==> src/rtl/mc_control_if.sv <==
// rtl/mc_control_if.sv - control/status bundle between mc_control and the RV64I datapath
//
// Purpose: groups the opcode/comparator/memory-handshake inputs and the
// enable/mux-select outputs of the multi-cycle sequencer.
// Ports (master = sequencer view):
//   in : opcode[6:0], branch_taken, mem_ready
//   out: mem_req, mem_we, mem_addr_sel, ir_we, pc_we, pc_src[1:0],
//        alu_src_a[1:0], alu_src_b[1:0], reg_we, wb_sel[1:0], illegal,
//        state[2:0], retired[CNT_W-1:0]
interface mc_control_if #(
  parameter int CNT_W = 32
);
  logic [6:0]       opcode;
  logic             branch_taken;
  logic             mem_ready;
  logic             mem_req;
  logic             mem_we;
  logic             mem_addr_sel;
  logic             ir_we;
  logic             pc_we;
  logic [1:0]       pc_src;
  logic [1:0]       alu_src_a;
  logic [1:0]       alu_src_b;
  logic             reg_we;
  logic [1:0]       wb_sel;
  logic             illegal;
  logic [2:0]       state;
  logic [CNT_W-1:0] retired;

  modport master (
    input  opcode, branch_taken, mem_ready,
    output mem_req, mem_we, mem_addr_sel, ir_we, pc_we, pc_src,
           alu_src_a, alu_src_b, reg_we, wb_sel, illegal, state, retired
  );

  modport slave (
    output opcode, branch_taken, mem_ready,
    input  mem_req, mem_we, mem_addr_sel, ir_we, pc_we, pc_src,
           alu_src_a, alu_src_b, reg_we, wb_sel, illegal, state, retired
  );
endinterface

==> src/rtl/mc_control.sv <==
// rtl/mc_control.sv - multi-cycle FETCH/DECODE/EXEC/MEM/WB sequencer for the RV64I core
//
// Purpose: steps each instruction through its phases, driving PC/IR/regfile
// enables, ALU operand selects and the shared memory port; counts retired
// instructions and halts (sticky illegal) on unsupported opcodes.
// Ports:
//   clk   - clock, all state on rising edge
//   reset - asynchronous, active-high
//   bus   - mc_control_if.master (see interface for signal list)
module mc_control #(
  parameter int CNT_W = 32
) (
  input  logic          clk,
  input  logic          reset,
  mc_control_if.master  bus
);

  typedef enum logic [2:0] {
    S_FETCH  = 3'd0,
    S_DECODE = 3'd1,
    S_EXEC   = 3'd2,
    S_MEM    = 3'd3,
    S_WB     = 3'd4,
    S_HALT   = 3'd7
  } state_t;

  typedef enum logic [3:0] {
    C_LOAD    = 4'd0,
    C_STORE   = 4'd1,
    C_OPIMM   = 4'd2,
    C_OPIMM32 = 4'd3,
    C_OP      = 4'd4,
    C_LUI     = 4'd5,
    C_AUIPC   = 4'd6,
    C_JAL     = 4'd7,
    C_JALR    = 4'd8,
    C_BRANCH  = 4'd9,
    C_ILLEGAL = 4'd10
  } class_t;

  state_t           state_q, state_d;
  class_t           class_q, class_d;
  class_t           dec_class;
  logic             illegal_q, illegal_d;
  logic [CNT_W-1:0] retired_q, retired_d;
  logic             retire;
  logic [1:0]       sel_a, sel_b;

  always_ff @(posedge clk or posedge reset) begin
    if (reset) begin
      state_q   <= S_FETCH;
      class_q   <= C_LOAD;
      illegal_q <= 1'b0;
      retired_q <= '0;
    end else begin
      state_q   <= state_d;
      class_q   <= class_d;
      illegal_q <= illegal_d;
      retired_q <= retired_d;
    end
  end

  always_comb begin
    dec_class = C_ILLEGAL;
    case (bus.opcode)
      7'b0000011: dec_class = C_LOAD;
      7'b0100011: dec_class = C_STORE;
      7'b0010011: dec_class = C_OPIMM;
      7'b0011011: dec_class = C_OPIMM32;
      7'b0110011: dec_class = C_OP;
      7'b0110111: dec_class = C_LUI;
      7'b0010111: dec_class = C_AUIPC;
      7'b1101111: dec_class = C_JAL;
      7'b1100111: dec_class = C_JALR;
      7'b1100011: dec_class = C_BRANCH;
      default:    dec_class = C_ILLEGAL;
    endcase
  end

  // Operand selects depend only on the latched class, so EXEC, MEM and WB
  // present identical ALU inputs and the ALU result stays stable throughout.
  always_comb begin
    sel_a = 2'b00;
    sel_b = 2'b00;
    case (class_q)
      C_LOAD, C_STORE, C_OPIMM, C_OPIMM32, C_JALR: begin sel_a = 2'b00; sel_b = 2'b01; end
      C_LUI:                                      begin sel_a = 2'b10; sel_b = 2'b01; end
      C_AUIPC, C_JAL:                             begin sel_a = 2'b01; sel_b = 2'b01; end
      default:                                    begin sel_a = 2'b00; sel_b = 2'b00; end
    endcase
  end

  always_comb begin
    state_d          = state_q;
    class_d          = class_q;
    illegal_d        = illegal_q;
    retired_d        = retired_q;
    retire           = 1'b0;
    bus.mem_req      = 1'b0;
    bus.mem_we       = 1'b0;
    bus.mem_addr_sel = 1'b0;
    bus.ir_we        = 1'b0;
    bus.pc_we        = 1'b0;
    bus.pc_src       = 2'b00;
    bus.alu_src_a    = 2'b00;
    bus.alu_src_b    = 2'b00;
    bus.reg_we       = 1'b0;
    bus.wb_sel       = 2'b00;

    case (state_q)
      S_FETCH: begin
        bus.mem_req = 1'b1;
        if (bus.mem_ready) begin
          bus.ir_we = 1'b1;
          state_d   = S_DECODE;
        end
      end
      S_DECODE: begin
        class_d = dec_class;
        if (dec_class == C_ILLEGAL) begin
          illegal_d = 1'b1;
          state_d   = S_HALT;
        end else begin
          state_d = S_EXEC;
        end
      end
      S_EXEC: begin
        bus.alu_src_a = sel_a;
        bus.alu_src_b = sel_b;
        case (class_q)
          C_BRANCH: begin
            bus.pc_we  = 1'b1;
            bus.pc_src = bus.branch_taken ? 2'b10 : 2'b00;
            retire     = 1'b1;
            state_d    = S_FETCH;
          end
          C_JAL, C_JALR: begin
            bus.reg_we = 1'b1;
            bus.wb_sel = 2'b10;
            bus.pc_we  = 1'b1;
            bus.pc_src = 2'b01;
            retire     = 1'b1;
            state_d    = S_FETCH;
          end
          C_LOAD, C_STORE: state_d = S_MEM;
          default:         state_d = S_WB;
        endcase
      end
      S_MEM: begin
        bus.alu_src_a    = sel_a;
        bus.alu_src_b    = sel_b;
        bus.mem_req      = 1'b1;
        bus.mem_addr_sel = 1'b1;
        bus.mem_we       = (class_q == C_STORE);
        if (bus.mem_ready) begin
          if (class_q == C_STORE) begin
            bus.pc_we = 1'b1;
            retire    = 1'b1;
            state_d   = S_FETCH;
          end else begin
            state_d = S_WB;
          end
        end
      end
      S_WB: begin
        bus.alu_src_a = sel_a;
        bus.alu_src_b = sel_b;
        bus.reg_we    = 1'b1;
        bus.wb_sel    = (class_q == C_LOAD) ? 2'b01 : 2'b00;
        bus.pc_we     = 1'b1;
        retire        = 1'b1;
        state_d       = S_FETCH;
      end
      S_HALT: begin
        state_d = S_HALT;
      end
      default: begin
        state_d = S_FETCH;
      end
    endcase

    if (retire) retired_d = retired_q + CNT_W'(1);

    // The state register already reads FETCH while reset is held; keep the
    // memory port and IR quiet until reset is released.
    if (reset) begin
      bus.mem_req = 1'b0;
      bus.ir_we   = 1'b0;
    end
  end

  assign bus.illegal = illegal_q;
  assign bus.state   = state_q;
  assign bus.retired = retired_q;

endmodule
==> src/flat_wrapper.sv <==
// flat-port wrapper written by rule: the top's interface ports become plain ports
module mc_control_flat 
#(
  parameter int CNT_W = 32
)
  (clk, reset, bus_opcode, bus_branch_taken, bus_mem_ready, bus_mem_req, bus_mem_we, bus_mem_addr_sel, bus_ir_we, bus_pc_we, bus_pc_src, bus_alu_src_a, bus_alu_src_b, bus_reg_we, bus_wb_sel, bus_illegal, bus_state, bus_retired);
  mc_control_if #(.CNT_W(CNT_W)) bus_i ();
  input  logic clk;
  input  logic reset;
  input wire logic [$bits(bus_i.opcode)-1:0] bus_opcode;
  input wire logic [$bits(bus_i.branch_taken)-1:0] bus_branch_taken;
  input wire logic [$bits(bus_i.mem_ready)-1:0] bus_mem_ready;
  output wire logic [$bits(bus_i.mem_req)-1:0] bus_mem_req;
  output wire logic [$bits(bus_i.mem_we)-1:0] bus_mem_we;
  output wire logic [$bits(bus_i.mem_addr_sel)-1:0] bus_mem_addr_sel;
  output wire logic [$bits(bus_i.ir_we)-1:0] bus_ir_we;
  output wire logic [$bits(bus_i.pc_we)-1:0] bus_pc_we;
  output wire logic [$bits(bus_i.pc_src)-1:0] bus_pc_src;
  output wire logic [$bits(bus_i.alu_src_a)-1:0] bus_alu_src_a;
  output wire logic [$bits(bus_i.alu_src_b)-1:0] bus_alu_src_b;
  output wire logic [$bits(bus_i.reg_we)-1:0] bus_reg_we;
  output wire logic [$bits(bus_i.wb_sel)-1:0] bus_wb_sel;
  output wire logic [$bits(bus_i.illegal)-1:0] bus_illegal;
  output wire logic [$bits(bus_i.state)-1:0] bus_state;
  output wire logic [$bits(bus_i.retired)-1:0] bus_retired;
  assign bus_i.opcode = bus_opcode;
  assign bus_i.branch_taken = bus_branch_taken;
  assign bus_i.mem_ready = bus_mem_ready;
  assign bus_mem_req = bus_i.mem_req;
  assign bus_mem_we = bus_i.mem_we;
  assign bus_mem_addr_sel = bus_i.mem_addr_sel;
  assign bus_ir_we = bus_i.ir_we;
  assign bus_pc_we = bus_i.pc_we;
  assign bus_pc_src = bus_i.pc_src;
  assign bus_alu_src_a = bus_i.alu_src_a;
  assign bus_alu_src_b = bus_i.alu_src_b;
  assign bus_reg_we = bus_i.reg_we;
  assign bus_wb_sel = bus_i.wb_sel;
  assign bus_illegal = bus_i.illegal;
  assign bus_state = bus_i.state;
  assign bus_retired = bus_i.retired;
  mc_control #(.CNT_W(CNT_W)) u_core (.clk(clk), .reset(reset), .bus(bus_i));
endmodule
==> config.mk <==
export PLATFORM = sky130hd
export DESIGN_NAME = mc_control_flat
export DESIGN_NICKNAME = d
export VERILOG_FILES = /design/src/rtl/mc_control_if.sv /design/src/rtl/mc_control.sv /design/src/flat_wrapper.sv
export SDC_FILE = /design/constraint.sdc
export NUM_CORES = 1
export LEC_CHECK = 0
export CAP_MARGIN = 20
export CORE_ASPECT_RATIO = 1.5
export CORE_MARGIN = 8
export CORE_UTILIZATION = 50
export CTS_BUF_LIST = sky130_fd_sc_hd__clkbuf_8
export CTS_CLUSTER_SIZE = 12
export DETAILED_ROUTE_END_ITERATION = 12
export HOLD_SLACK_MARGIN = 0.08
export PLACE_DENSITY_LB_ADDON = 0.3
export SETUP_SLACK_MARGIN = 0.5
export SLEW_MARGIN = 20
export SYNTH_ARGS = -nofsm -noshare
export SYNTH_HDL_FRONTEND = slang
export SYNTH_SLANG_ARGS = --single-unit
==> constraint.sdc <==
create_clock -name clk -period 4.7 [get_ports clk]
set_input_delay 0.94 -clock clk [delete_from_list [all_inputs] [get_ports clk]]
set_output_delay 0.94 -clock clk [all_outputs]
set_load 0.1 [all_outputs]
# ---- Yosys cells after proc, flatten, opt, wreduce, memory -nomap -nowiden
# Memories as Yosys holds them, arrays and structs flattened.
# Index checks and enable logic that the tools add are counted.
dict set report totals {
  ff_bits 40
  mem_bits_ro 48
  inputBits 11
  output_inout_bits 50
  n_memories 1
}
dict set report op_classes {
  add_sub_neg 1
  eq_ne 22
  mux 28
  n_reduce_logical 9
}
# name depth width read_ports rd_ports_with_merged_regs write_ports line
set memory_table {}
lappend memory_table {{(name not given)} 16 3 1 0 0 mc_control.sv:85} ;# case (class_q)
# op n
set op_table {}
lappend op_table {{$pmux 4 s10} 1}
lappend op_table {{$add 32x1->32 const B} 1}
lappend op_table {{$eq 7x5->1 const B} 3}
lappend op_table {{$eq 7x6->1 const B} 3}
lappend op_table {{$eq 7x7->1 const B} 3}
lappend op_table {{$pmux 3 s5} 1}
lappend op_table {{$eq 4x4->1 const B} 3}
lappend op_table {{$mux 1} 12}
lappend op_table {{$mux 3} 4}
lappend op_table {{$mux 2} 5}
lappend op_table {{$pmux 2 s2} 2}
lappend op_table {{$eq 7x2->1 const B} 1}
lappend op_table {{$eq 3x2->1 const B} 2}
lappend op_table {{$eq 3x3->1 const B} 2}
lappend op_table {{$pmux 3 s2} 1}
lappend op_table {{$reduce_or 2->1} 3}
lappend op_table {{$reduce_or 3->1} 2}
lappend op_table {{$eq 4x1->1 const B} 1}
lappend op_table {{$eq 4x3->1 const B} 1}
lappend op_table {{$logic_not 4->1} 1}
lappend op_table {{$ne 2x2->1 const B} 2}
lappend op_table {{$reduce_and 2->1} 2}
lappend op_table {{$eq 3x1->1 const B} 1}
lappend op_table {{$logic_not 3->1} 1}
lappend op_table {{2 further kinds} 2}

# ---- Logic depth before layout (Yosys ltp)
# Gate-level depths: netlist of the first run.
dict set report logic_depth {
  word_depth 5
  mapped_depth 7
}

# ---- Worst setup path before layout of the first run
# No wires, ideal clock.
dict set report synth_timing {
  path_kind {reg2out}
  start {reg u_core.state_q[2] (netlist: u_core.bus.state[2])}
  end {out bus_alu_src_a[1]}
  t_arrival_ps 4854
  required_time_ps 3760
  slack_ps -1094
  path_stages_with_launch 5
  path_cell_list {dfrtp_1 buf_2 nor3b_1 a21oi_1 nor4b_1}
}
dict set report synth_between {
  elab_chain_len 3
}
# element line
set synth_lines {}
lappend synth_lines {{from (decl)} mc_control.sv:41} ;# state_t state_q, state_d;
lappend synth_lines {{from (signal assigned)} mc_control.sv:56} ;# state_q <= state_d;
lappend synth_lines {{$eq 3x3->1 or $eq 3x2->1 (tied branches)} mc_control.sv:110} ;# case (state_q)
lappend synth_lines {{$reduce_or 3->1 (no source line) (*)} -}
lappend synth_lines {{$mux 2 (*)} mc_control.sv:110}
lappend synth_lines {{to (decl)} flat_wrapper.sv:19} ;# output wire logic [$bits(bus_i.alu_src_a)-1:0] bus_alu_src_a;
# Mark *: on every way between the ends. The rest lies on a longest branch, timed or not.

# ---- Worst setup path after layout of the first run
dict set report layout_timing {
  start {reg u_core.state_q[0] (netlist: u_core.bus.state[0])}
  end {out bus_alu_src_b[0]}
}
dict set report layout_between {
  elab_chain_len 3
}
# element line
set layout_lines {}
lappend layout_lines {{$eq 3x3->1 or $eq 3x2->1 (tied branches)} mc_control.sv:110}
lappend layout_lines {{$reduce_or 3->1 (no source line) (*)} -}
lappend layout_lines {{$mux 2 (*)} mc_control.sv:110}
lappend layout_lines {{to (decl)} flat_wrapper.sv:20} ;# output wire logic [$bits(bus_i.alu_src_b)-1:0] bus_alu_src_b;
# Marked as above.

==> results of run 1 <==
-- worst max-delay path by stage --
| stage | start | endpoint | slack, ns | cells after the start |
|---|---|---|---|---|
| 6_report | u_core.bus.state[0]$_DFFE_PP0P_ | bus_alu_src_b[0] | 0.98 | 4 |
| 5_1_grt | u_core.bus.state[2]$_DFFE_PP0P_ | bus_alu_src_b[0] | 0.85 | 4 |
| 4_1_cts | u_core.bus.state[0]$_DFFE_PP0P_ | bus_alu_src_b[0] | 0.96 | 4 |
| 3_5_place_dp | u_core.bus.state[0]$_DFFE_PP0P_ | bus_alu_src_b[0] | 1.28 | 4 |
| 3_3_place_gp | u_core.bus.state[0]$_DFFE_PP0P_ | bus_alu_src_a[0] | 1.31 | 4 |
| 2_1_floorplan | u_core.bus.state[2]$_DFFE_PP0P_ | bus_alu_src_a[1] | 0.28 | 4 |
-- routing by layer --
| metal | vias to the layer above | global-route usage | routed length (µm) |
|---|---|---|---|
| li1 | 918 | - | - |
| met1 | 922 | 0.157 | 2060 |
| met2 | 32 | 0.265 | 2710 |
| met3 | 7 | 0.0389 | 188 |
| met4 | 0 | 0.0559 | 62 |
| met5 | - | 0 | 0 |
-- synthesized netlist by cell type, types with 2 or more instances --
library cell / number
nand2b_1: 3
a21oi_1: 8
buf_2: 2
nand4_1: 16
inv_1: 9
dfrtp_1: 40
nor2_1: 18
o21ai_0: 5
nor4_1: 2
nor3b_1: 3
xor2_1: 5
xnor2_1: 27
nand2_1: 15
o22ai_1: 2
clkbuf_1: 4
and3_1: 9
o21a_1: 2
nand3_1: 10
and4_1: 4
buf_4: 2
and2_1: 5
nand3_2: 3
nor2b_1: 4
nor3_1: 5
-- state kept, by name (all words and copies together), names as in the netlist --
| signal | cells |
|---|---|
| u_core.bus.retired | 32 |
| u_core.class_q | 4 |
| u_core.bus.state | 3 |
| u_core.bus.illegal | 1 |
-- cell families (layout without fill, tap and decap cells) --
logic type,Yosys count,in the layout,share of synthesized area
adder cells (fa/ha/maj),1,1,0.00567
flip-flops,40,40,0.454
multiplexers,1,1,0.00511
AO/OA/AOI/OAI,29,29,0.0931
buffers and inverters,19,76,0.0403
AND/OR/NAND/NOR,104,104,0.273
other,1,1,0.00170
XOR/XNOR,32,32,0.127
-- power by group through the flow --
stage	clock [mW]	combinational (mW)	sequential, mW
after detailed placement	0	0.688	0.482
final	0.242	0.684	0.475
after floorplan	0	0.348	0.672
after global routing	0.261	0.718	0.487
after CTS	0.246	0.690	0.475
after global placement	0	0.684	0.478
-- area by class of cell --
type	count	area, µm²
Multi-Input combinational cell	168	1140
Timing Repair Buffer	60	586
Tap cell	46	57.6
Sequential cell	40	1000
Clock buffer	7	96.3
Fill cell	349	1330
Inverter	9	33.8
-- cell usage in the layout, fill, tap and decap left out, drive strengths merged, types with 7 or more instances in the layout --
cell	synthesis	routed
a21oi	9	9
and3	10	10
clkbuf	4	7
clkdlybuf4s50	0	54
dfrtp	40	40
inv	9	9
nand2	15	15
nand3	13	13
nand4	17	17
nor2	18	18
xnor2	27	27
==> results.cfg, run 1 <==
[run]
maxCapViolations = 0

[setup_path]
r2r_cells = 5
cp_data_arrival_time_ns = 2.78
cp.required_ns = 3.76
cp_top_family = buffers and inverters
r2r_end = u_core.bus.retired[24]$_DFFE_PP0P_
critPathBufInv = 1
crit_path_end_kind = output pin
path_cells = nor3b_1 > a21oi_1 > nor2_1 > clkdlybuf4s50_1
worstSetupPathType = flop to output pin
r2r_setup_slack_ns = 2.51
cp_max_fo = 17
reg2reg_from = u_core.bus.state[1]$_DFFE_PP0P_
cpMaxStageDelayCell = clkdlybuf4s50_1
max_stage_delay_ns = 1.14
startpoint_type = flop

[timing]
min_period_ns = 3.72
max_freq_ghz = 0.269
setup_viol = 0
fin_skew_ns = 0.00753
hold_violations = 0
slew_viol_final = 0
tightestPinTransition_ns = 1.00
fin_ws_ns = 0.978
finalCritPeriodShare = 0.792
tns_ns = 0
whs_ns = 0.477
slew_headroom = 0.329
rsz0062_at_grt = false

[finish]
final_util = 0.686
area_growth_pct = 32.1
fin_cells = 330
design_area_mm2 = 0.00291
drive_gt1_frac = 0.102
n_antenna_cell = 0
layout.nets = 296

[clocking]
root_buffer = clkbuf_8
cts_resized = 0
cts_buffer_depth = 2
h-tree-depth = 2
cts_tree = yes
clk_pin_slew_worst_paths_ns = 0.07
clock_latency_ns = 0.29
cts_buffers = 5
cts_setup_buffers = 0
clock-sinks = 40
ctsHoldBuffers = 0

[detailed_routing]
num_vias = 1879
first_pass_iters = 5
routed_via_density = 5.69
wl_per_cell_um = 15.2
remaining_drc_errors = 0
ant_nets = 0
drtIter0Drc = 101
routed_wl_mm = 5.02

[floorplanning]
die_x_um = 70.2
std_cell_rows = 29
dieArea_mm2 = 0.00683
io_pins = 61
core_mm2 = 0.00425
die_h_um = 97.3
start_util = 0.519

[global_route]
grt_max_degree = 41
antenna_found_initial = 0
grt_overflow = 0
grt_usage = 0.147
grt_pass1_wl_mm = 8.41
grt_pass1_vias = 1857

[place]
place_ws_ns = 1.28
place.gp.congestion = 0.857
place_inst = 323
place.detailed.hpwl_mm = 3.78
dpl_cell_area_mm2 = 0.00282
io_buffers = 59

[synth]
synthesis.area_mm2 = 0.00220
yosys_most_used_dff = dfrtp_1
syn_avg_cell_area_um2 = 9.71
yosys_register_bits = 40
syn_inst = 227
yosysUniqueCellTypes = 48
synth-seq-area-share = 0.454
synth_area_leader_cell = dfrtp_1
synth_edf_count = 0
ys.warnings.count = 0
syn_nets = 239
synth_top_area_frac = 0.454
synth_area_leaders = dfrtp_1 45%, xnor2_1 11%, nand4_1 4.5%
ys_async_sr_fraction = 1.00

[pwr]
cellPowerDensity_mw_per_mm2 = 481
p_int_mw = 0.687
combPwrFrac = 0.488
clkPwrFrac = 0.173
p_switching_mw = 0.714
p_leak_nw = 1.19
seqPwrFrac = 0.339
total_power_mw = 1.40
swShare = 0.510
vdd_ir_drop_max_uv = 582

[outcome]
outcome = complete, no violations

[worst_hold_path]
holdPathStages = 1
hp-class = flop to flop
min_from = u_core.bus.illegal$_DFFE_PP0P_
whs_endpoint = u_core.bus.illegal$_DFFE_PP0P_
Power figures use the tool's default switching activity.
==> run 2, diff against run 1 <==
Settings changed: CORE_UTILIZATION 50 to 45.
Clock period 4.7 ns to 3.1 ns, I/O delays scaled along.
==> run 2 against run 1 <==
  * Worst setup slack got worse by 0.37 ns
  * Non-clock buffer count increased by 1
  * Global-route usage shrank 0.33 points
==> results.cfg, run 2 (synthesis gave the netlist of run 1 again) <==
[setup_path]
critPathBufInv = 1
cp.required_ns = 2.48
path_cells = nor3b_4 > a21oi_2 > nor4b_4 > buf_4
crit_path_end_kind = output pin
r2r_setup_slack_ns = 0.88
cp_max_fo = 17
cp_top_family = simple AND/OR/NAND/NOR gates
worstSetupPathType = flop to output pin
max_stage_delay_ns = 0.54
startpoint_type = flop
cpMaxStageDelayCell = dfrtp_2
cp_data_arrival_time_ns = 1.87

[detailed_routing]
met1Wirelength_mm = 2.09
routed_wl_mm = 5.17
num_vias = 1863
first_pass_iters = 4
wl_per_cell_um = 14.7
routed_via_density = 5.29
drtIter0Drc = 127
remaining_drc_errors = 0
ant_nets = 0
wl_met2_mm = 2.72
wl_met3_um = 287
highest_layer = met4

[pwr]
vdd_ir_drop_max_uv = 315
cellPowerDensity_mw_per_mm2 = 767
p_leak_nw = 1.32

[finish]
layout_common_cells = 48 x buf_4, 36 x dfrtp_1, 27 x xnor2_1, 17 x nor2_1, 16 x nand4_1
largest_reg_flops = 32
drive_gt1_frac = 0.308
area_growth_pct = 34.7
layout_commonest_cell = buf_4
layout.nets = 297
n_antenna_cell = 0
final_util = 0.623
nFillCells = 427

[timing]
min_period_ns = 2.49
slew_viol_final = 0
max_freq_ghz = 0.402
rsz0062_at_grt = false
finalCritPeriodShare = 0.803
tns_ns = 0
fin_skew_ns = 0.00821
hold_violations = 0
setup_viol = 0

[clocking]
root_buffer = clkbuf_8
clk_pin_slew_worst_paths_ns = 0.07
cts_buffers = 5
clock_latency_ns = 0.30
h-tree-depth = 2
clock-sinks = 40
cts_buffer_depth = 2
cts_tree = yes

[global_route]
antenna_found_initial = 0
grt_overflow = 0
grt_pass1_vias = 1859
grt_usage = 0.144
grt_max_degree = 41
grt_pass1_wl_mm = 8.44

[floorplanning]
core_mm2 = 0.00477
die_x_um = 73.2
io_pins = 61
std_cell_rows = 31
start_util = 0.462
dieArea_mm2 = 0.00744
die_h_um = 102

[worst_hold_path]
hp-class = flop to flop

[place]
place.detailed.hpwl_mm = 3.94
io_buffers = 59
place.gp.congestion = 0.795

[run]
maxCapViolations = 0

[outcome]
outcome = complete, no violations
==> run 2: path summary, 6_finish.rpt <==
| kind | endpoint | from | cells after the start |
|---|---|---|---|
| setup / recovery | bus_alu_src_a[1] | u_core.bus.state[0]$_DFFE_PP0P_ | 4 |
| hold / removal | u_core.bus.illegal$_DFFE_PP0P_ | u_core.bus.illegal$_DFFE_PP0P_ | 1 |
| setup reg to reg | u_core.bus.retired[19]$_DFFE_PP0P_ | u_core.class_q[1]$_DFFE_PP0P_ | 6 |
| hold reg to reg | u_core.bus.illegal$_DFFE_PP0P_ | u_core.bus.illegal$_DFFE_PP0P_ | 1 |
| max in group asynchronous | u_core.bus.state[2]$_DFFE_PP0P_ | reset | 3 |
| min in group asynchronous | u_core.bus.state[1]$_DFFE_PP0P_ | reset | 3 |
==> run 2: cell type report <==
class	instances	area [µm²]	share of cell area
multi-input cells	168	1210	0.408
flip-flops and latches	40	1010	0.340
repair buffers	61	520	0.175
well taps	66	82.6	0.0278
clock buffers	5	68.8	0.0232
clock inverters	3	42.5	0.0143
inverters	9	33.8	0.0114
==> run 2: power by group <==
part | switching (mW) | internal [mW] | leakage (nW) | total [mW]
registers | 0.159 | 0.593 | 0.522 | 0.752
logic | 0.808 | 0.296 | 0.747 | 1.10
clock network | 0.185 | 0.238 | 0.0541 | 0.423
==> run 2: stage by stage <==
| step | setup slack (ns) | instance area, µm² | hold slack, ns | std cells | power, mW |
|---|---|---|---|---|---|
| after floorplan | 0.241 | 2310 | 0.584 | 227 | 1.63 |
| after global routing | 0.526 | 2970 | 0.513 | 352 | 2.39 |
| after detailed placement | 0.531 | 2840 | 0.455 | 343 | 1.86 |
| after CTS | 0.569 | 2960 | 0.477 | 352 | 2.30 |
| final | 0.610 | 2970 | 0.467 | 352 | 2.28 |
| after global placement | 0.520 | 2840 | 0.455 | 343 | 1.84 |
==> run 2: per-layer routing <==
metal | global-route usage | vias up
met4 | 0.0526 | 0
met3 | 0.0456 | 8
met5 | 0 | -
li1 | - | 918
met1 | 0.156 | 887
met2 | 0.252 | 50
==> run 2: worst reg2reg max path, stage by stage (launching register included) <==
cell and delay (ns):
dfrtp_2 0.50, nor4b_2 0.39, a41oi_2 0.25, buf_4 0.22
a21oi_4 0.40, nand3_1 0.18, xnor2_1 0.16
==> run 2: timing repair <==
item,in CTS,in global routing
pin swaps,1,0
endpoints found under the hold margin,0,0
gates resized for setup,2,2
hold buffers,0,0
gates cloned,0,0
buffers inserted,1,0
setup endpoints to repair,1,1
